**src/rtl/pipe_ctrl.sv**
```systemverilog
// Pipeline stall/flush/occupancy controller with outstanding instruction/data request tracking.
// Defining PIPE_CTRL_PERF_EN adds the perf_stall_cyc, perf_flush_cnt and perf_bubble_cnt counters.
module pipe_ctrl #(
  parameter int STAGES      = 5,
  parameter int COMMIT      = 3,
  parameter int OUTSTANDING = 2
) (
  input  logic              clk,
  input  logic              resetn,
  input  logic [STAGES-1:0] stage_busy,
  input  logic [STAGES-1:0] hz_stall,
  input  logic              fetch_valid,
  input  logic              flush_req,
  input  logic              i_req,
  input  logic              i_addr_ok,
  input  logic              i_data_ok,
  input  logic              d_req,
  input  logic              d_addr_ok,
  input  logic              d_data_ok,
  output logic [STAGES-1:0] stall,
  output logic [STAGES-2:0] refresh,
  output logic [STAGES-1:0] valid,
  output logic              i_discard,
  output logic              d_block,
  output logic              i_block,
  output logic [2:0]        d_cnt,
  output logic [2:0]        i_cnt,
  output logic              cnt_err
`ifdef PIPE_CTRL_PERF_EN
  ,
  output logic [31:0]       perf_stall_cyc,
  output logic [31:0]       perf_flush_cnt,
  output logic [31:0]       perf_bubble_cnt
`endif
);

  localparam logic [1:0] IDLE  = 2'd0;
  localparam logic [1:0] FLUSH = 2'd1;
  localparam logic [1:0] DRAIN = 2'd2;

  localparam logic [2:0] OUT_LIMIT = 3'(OUTSTANDING);

  logic [1:0]        state_q, state_d;
  logic [2:0]        discardCnt_q, discardCnt_d;
  logic [2:0]        dCnt_q, dCnt_d;
  logic [2:0]        iCnt_q, iCnt_d;
  logic              cntErr_q, cntErr_d;
  logic [STAGES-1:0] valid_q, valid_d;
  logic              stallChain;

  // Saturating counter step; a simultaneous accept and response cancel out.
  function automatic logic [2:0] nextCnt(input logic [2:0] cnt, input logic acc, input logic ok);
    logic [2:0] res;
    res = cnt;
    if (acc && !ok && cnt != OUT_LIMIT) res = cnt + 3'd1;
    else if (ok && !acc && cnt != 3'd0) res = cnt - 3'd1;
    return res;
  endfunction

  always_comb begin
    stall      = '0;
    stallChain = 1'b0;
    for (int i = STAGES - 1; i >= 0; i--) begin
      stallChain = stallChain | stage_busy[i] | hz_stall[i];
      stall[i]   = stallChain;
    end
    if (state_q == DRAIN) stall[0] = 1'b1;
  end

  always_comb begin
    refresh = '0;
    for (int i = 0; i < STAGES - 1; i++) begin
      refresh[i] = (stall[i] & ~stall[i+1]) | ((state_q == FLUSH) && (i < COMMIT));
    end
  end

  always_comb begin
    valid_d = valid_q;
    if (state_q == FLUSH) valid_d[0] = 1'b0;
    else if (!stall[0]) valid_d[0] = fetch_valid;
    for (int i = 0; i < STAGES - 1; i++) begin
      if (refresh[i]) valid_d[i+1] = 1'b0;
      else if (!stall[i]) valid_d[i+1] = valid_q[i];
    end
  end

  always_comb begin
    dCnt_d   = nextCnt(dCnt_q, d_req & d_addr_ok, d_data_ok);
    iCnt_d   = nextCnt(iCnt_q, i_req & i_addr_ok, i_data_ok);
    cntErr_d = cntErr_q | (d_data_ok & (dCnt_q == 3'd0)) | (i_data_ok & (iCnt_q == 3'd0));
  end

  // A new flush always wins and re-arms the discard count from the live in-flight count.
  always_comb begin
    state_d      = state_q;
    discardCnt_d = discardCnt_q;
    i_discard    = 1'b0;
    case (state_q)
      IDLE:  state_d = IDLE;
      FLUSH: state_d = (iCnt_d != 3'd0) ? DRAIN : IDLE;
      DRAIN: begin
        i_discard    = i_data_ok & (discardCnt_q != 3'd0);
        discardCnt_d = discardCnt_q - {2'b00, i_discard};
        if (discardCnt_d == 3'd0) state_d = IDLE;
      end
      default: state_d = IDLE;
    endcase
    if (flush_req) begin
      state_d      = FLUSH;
      discardCnt_d = iCnt_q;
    end
  end

  always_ff @(posedge clk) begin
    if (!resetn) begin
      state_q      <= IDLE;
      discardCnt_q <= 3'd0;
      dCnt_q       <= 3'd0;
      iCnt_q       <= 3'd0;
      cntErr_q     <= 1'b0;
      valid_q      <= '0;
    end else begin
      state_q      <= state_d;
      discardCnt_q <= discardCnt_d;
      dCnt_q       <= dCnt_d;
      iCnt_q       <= iCnt_d;
      cntErr_q     <= cntErr_d;
      valid_q      <= valid_d;
    end
  end

  assign valid   = valid_q;
  assign d_cnt   = dCnt_q;
  assign i_cnt   = iCnt_q;
  assign cnt_err = cntErr_q;
  assign d_block = (dCnt_q == OUT_LIMIT);
  assign i_block = (iCnt_q == OUT_LIMIT);

`ifdef PIPE_CTRL_PERF_EN
  logic [31:0] perfStall_q, perfFlush_q, perfBubble_q;

  always_ff @(posedge clk) begin
    if (!resetn) begin
      perfStall_q  <= 32'd0;
      perfFlush_q  <= 32'd0;
      perfBubble_q <= 32'd0;
    end else begin
      perfStall_q  <= perfStall_q + 32'(stall[0]);
      perfFlush_q  <= perfFlush_q + 32'(flush_req);
      perfBubble_q <= perfBubble_q + 32'((|refresh) && (state_q != FLUSH));
    end
  end

  assign perf_stall_cyc  = perfStall_q;
  assign perf_flush_cnt  = perfFlush_q;
  assign perf_bubble_cnt = perfBubble_q;
`endif

endmodule

```
**config.mk**
```make
export PLATFORM = sky130hd
export DESIGN_NAME = pipe_ctrl
export DESIGN_NICKNAME = d
export VERILOG_FILES = /design/src/rtl/pipe_ctrl.sv
export SDC_FILE = /design/constraint.sdc
export NUM_CORES = 1
export LEC_CHECK = 0
export ABC_AREA = 1
export BUFFER_PORTS_ARGS = -buffer_cell sky130_fd_sc_hd__clkbuf_2
export CORE_UTILIZATION = 40
export CTS_BUF_LIST = sky130_fd_sc_hd__clkbuf_8 sky130_fd_sc_hd__clkbuf_16
export DETAILED_ROUTE_END_ITERATION = 16
export PLACE_DENSITY_LB_ADDON = 0.3
export SLEW_MARGIN = 20
export SYNTH_ARGS = -nofsm -noshare
export SYNTH_HDL_FRONTEND = slang
export SYNTH_SLANG_ARGS = --single-unit
```
**constraint.sdc**
```tcl
create_clock -name clk -period 1.83 [get_ports clk]
set_input_delay 0.183 -clock clk [delete_from_list [all_inputs] [get_ports clk]]
set_output_delay 0.183 -clock clk [all_outputs]
set_load 0.01 [all_outputs]
```
After elaboration in Yosys (flattened, before gate mapping)

Index checks and enable logic that the tools add are counted.
Widths: inputs -> output; s select.

Multiplexer cells: 12
Add/sub/neg operators: 5
Bitwise logic cells: 28
Eq/ne operators: 8
Reduce and logical (&&, ||, !) cells: 27

Operator list:

| kind                | number |
|---|---|
| $mux 3              | 6 |
| $or 1x1->1          | 14 |
| $reduce_bool 3->1   | 4 |
| $reduce_or 2->1     | 6 |
| $and 1x1->1         | 9 |
| $logic_not 3->1     | 3 |
| $ne 3x2->1 const B  | 3 |
| $logic_and 1x1->1   | 8 |
| $add 3x1->3 const B | 2 |
| $eq 3x2->1 const B  | 2 |
| $sub 3x1->3 const B | 2 |
| $not 1->1           | 5 |
| $logic_not 1->1     | 4 |
| $mux 2              | 2 |
| $pmux 2 s2          | 1 |
| $reduce_bool 2->1   | 2 |
| $mux 1              | 3 |
| $sub 3x1->3         | 1 |
| $eq 2x1->1 const B  | 1 |
| $eq 2x2->1 const B  | 1 |
| $ne 2x1->1 const B  | 1 |

Output and inout bits: 24
Bits in registers: 17
Bits of input ports: 20

Longest topological paths before layout

Depth in word-level cells: 13
Mapped depth: 11
Depth with buffers taken out: 11

Worst setup path after synthesis

Ideal clock, no wire load.

Path type: register to register
Start point: register dCnt_q[0], in the netlist d_cnt[0]
End point: register dCnt_q[2], in the netlist d_cnt[2]
Stages on the path, launching flop included: 9
Data arrival time: 1.485 ns
Data required time: 1.706 ns
Slack: 0.221 ns
Path buffers: 0
Path through: dfxtp_1 inv_1 nand3_1 nand3_1 fa_1 a31oi_1 a21oi_1 o21ai_0 a21oi_1

Cells in the longest elaborated chain, start to end: 3

Ends and longest elaborated chain:

| element                                            | line | RTL |
|---|---|---|
| start: declaration                                 | 45   | `logic [2:0] dCnt_q, dCnt_d;` |
| start signal: assignment                           | 125  | `dCnt_q <= dCnt_d;` |
| $sub 3x1->3, or another cell as far along          | 56   | `else if (ok && !acc && cnt != 3'd0) res = cnt - 3'd1;` |
| $mux 3, or another cell as far along               | 56   |  |
| $mux 3 / $reduce_bool 2->1 (equally long branches) | -    |  |

Several ways; a longest one is shown, not always the timed one. The select of a mux whose other input is x is not followed.
A chain may end at the register's enable or synchronous reset.

Worst setup path after layout

Start point: register dCnt_q[2], in the netlist d_cnt[2]
End point: register dCnt_q[2], in the netlist d_cnt[2]

Same word-level chain as after synthesis.

==> results.toml <==
[setup_path]
r2r-start = "d_cnt[2]$_SDFFE_PN0P_"
cp-start-kind = "flop"
r2r-end = "d_cnt[2]$_SDFFE_PN0P_"
reg2reg_depth = 8
crit_type = "reg2reg"
cp_data_required_time_ps = 1970
rrSetupSlack_ps = 240
cp_max_fo = 4
arrival_ps = 1730
endpoint_kind = "flop"

[job]
drv_cap = 0

[logic_synthesis]
ys_ff_latch = 17
seq_area_frac_synth = 0.321
yosysWarnings = 0
synth_area_per_cell_um2 = 6.97
netlist_area_um2 = 1060
syn_inst = 152
synth_cell_types = 27
syn_nets = 179

[die]
row_count = 18
ios = 44
fp.dieW_um = 53.5
coreArea_um2 = 2500
die-area_um2 = 2860
start_util = 0.424
die_y_um = 53.5

[detailed_routing]
drt_iter0_drc = 15
post_drt_wl_per_cell_um = 9.88
avgViaCountPerCell = 4.79
ant_nets = 0
drt_wl_total_um = 2250
drt_pass1_iterations = 4
num_vias = 1093
drc = 0

[clocking]
cts_tree = "built"
clock_latency_ps = 250
postCtsSetupBuffers = 0
cts_buffers = 3
ctsHoldBuffers = 0
root_buffer = "clkbuf_8"
h-tree-depth = 1
clock-sinks = 17
clock_path_buffers = 2
path_clk_slew_ps = 70

[timing]
slew_viol_final = 0
fin_setup_tns_ps = 0
worstMarginPinSlew_ps = 443
clock_skew_ps = 3.78
slew_headroom = 0.701
period_share = 0.868
setup_viol = 0
max_freq_mhz = 629
hold_viol = 0
finalCriticalPeriod_ps = 1590
rsz0062_at_grt = "no"

[global_routing]
grt_max_degree = 12
antenna_found_initial = 0
grt_pass1_wl_um = 3650
grt_usage = 0.177
first_global_vias = 942
overflow = 0

[placement]
routabilityCongestion = 0.769
port_buffers = 43
dp_hpwl_um = 1870

[pwr]
p_leak_nw = 0.738
power_density_nw_per_um2 = 816
max-vdd-ir-drop_uv = 438
power_w = 0.00111

[cells_and_area]
multi_input_area_um2 = 622
syn_to_final_growth_pct = 28.5
fillers = 243
antenna_cells = 0
drive_gt1_frac = 0.333
final_cell_mix = "43 x clkbuf_2, 29 x nand2_1, 22 x inv_1"
ff_latch_area_um2 = 342
final_common_cell = "clkbuf_2"
fin_nets = 226
utilization = 0.545

[min_path]
hold-path-endpoint = "valid[0]$_SDFFE_PP0N_"
min_path_type = "in2reg"
holdPathStages = 3
hold_start = "fetch_valid"

[status]
status = "finished, final reports clean"
-- kinds of logic (layout without fill, tap and decap cells) --
kind of cell / Yosys count / after routing / share of synthesized area
adder cells (fa/ha/maj): 7 / 7 / 0.0897
AND/OR/NAND/NOR: 71 / 71 / 0.322
XOR/XNOR: 3 / 3 / 0.0248
flip-flops: 17 / 17 / 0.321
buffers and inverters: 27 / 73 / 0.0968
AO/OA/AOI/OAI: 27 / 27 / 0.145
-- critical path, cell delays in order, from the launching register on --
cell and delay [ps]:
dfxtp_1 370, inv_1 70, nand3_1 120, nand3_2 110
fa_1 400, a31oi_1 150, a21oi_1 70, o21ai_0 150
a21oi_1 50
-- where the power goes --
part | internal (W) | total [W] | leakage (nW) | switching (W)
sequential | 0.000411 | 0.000456 | 0.139 | 0.0000446
combinational | 0.000153 | 0.000377 | 0.573 | 0.000224
clock | 0.000151 | 0.000279 | 0.0255 | 0.000128
total | 0.000715 | 0.00111 | 0.738 | 0.000396
-- synthesized netlist by cell type, drive strengths merged --
cell type	count	area, µm²
a21oi	10	57.6
a31oi	4	25.0
and2	1	6.26
clkbuf	1	3.75
clkinv	1	5.00
dfxtp	17	340
fa	1	20.0
ha	6	75.1
inv	25	93.8
nand2	35	161
nand3	9	57.6
nand4	1	6.26
nor2	22	95.1
nor3	3	15.0
o21ai	12	63.8
o31ai	1	7.51
xnor2	1	8.76
xor2	2	17.5
-- flip-flops by register name, summed over array words and instances (netlist names) --
name,cells
i_cnt,3
valid,5
d_cnt,3
state_q,2
discardCnt_q,3
cnt_err,1
-- worst max-delay path by stage --
stage	start	endpoint	slack, ps	depth (start not counted)
floorplan	d_cnt[0]$_SDFFE_PN0P_	d_cnt[2]$_SDFFE_PN0P_	220	8
global placement	d_cnt[0]$_SDFFE_PN0P_	d_cnt[2]$_SDFFE_PN0P_	240	8
detailed placement	d_cnt[0]$_SDFFE_PN0P_	d_cnt[2]$_SDFFE_PN0P_	170	8
CTS	d_cnt[0]$_SDFFE_PN0P_	d_cnt[2]$_SDFFE_PN0P_	150	8
global route	d_cnt[2]$_SDFFE_PN0P_	d_cnt[2]$_SDFFE_PN0P_	40	8
finish	d_cnt[2]$_SDFFE_PN0P_	d_cnt[2]$_SDFFE_PN0P_	240	8
-- final cells by class --
cell class	count	share of cell area
Timing Repair Buffer	43	0.158
Inverter	26	0.0726
Clock buffer	3	0.0303
Clock inverter	1	0.00368
Sequential cell	17	0.251
Multi-Input combinational cell	108	0.457
Tap cell	30	0.0276
-- layer usage --
layer  wire (µm)  track usage  up-vias
met1        1020        0.189      482
met5           0            0        -
li1            -            -      574
met4           0       0.0526        0
met2        1100        0.327       37
met3         133       0.0517        0
-- metrics by stage --
| step | cell area, µm² | worst slack (ps) | cells | hold slack, ps |
|---|---|---|---|---|
| 5_1_grt | 1360 | 44.3 | 228 | 194 |
| 2_1_floorplan | 1060 | 221 | 152 | 276 |
| 3_3_place_gp | 1310 | 237 | 224 | 451 |
| 6_report | 1360 | 241 | 228 | 192 |
| 4_1_cts | 1360 | 150 | 228 | 189 |
| 3_5_place_dp | 1310 | 169 | 224 | 449 |
-- timing repair --
item,CTS,global route
endpoints found under the setup margin,0,1
endpoints found under the hold margin,0,0
gates resized for setup,0,2
(Power assumes the default switching activity.)
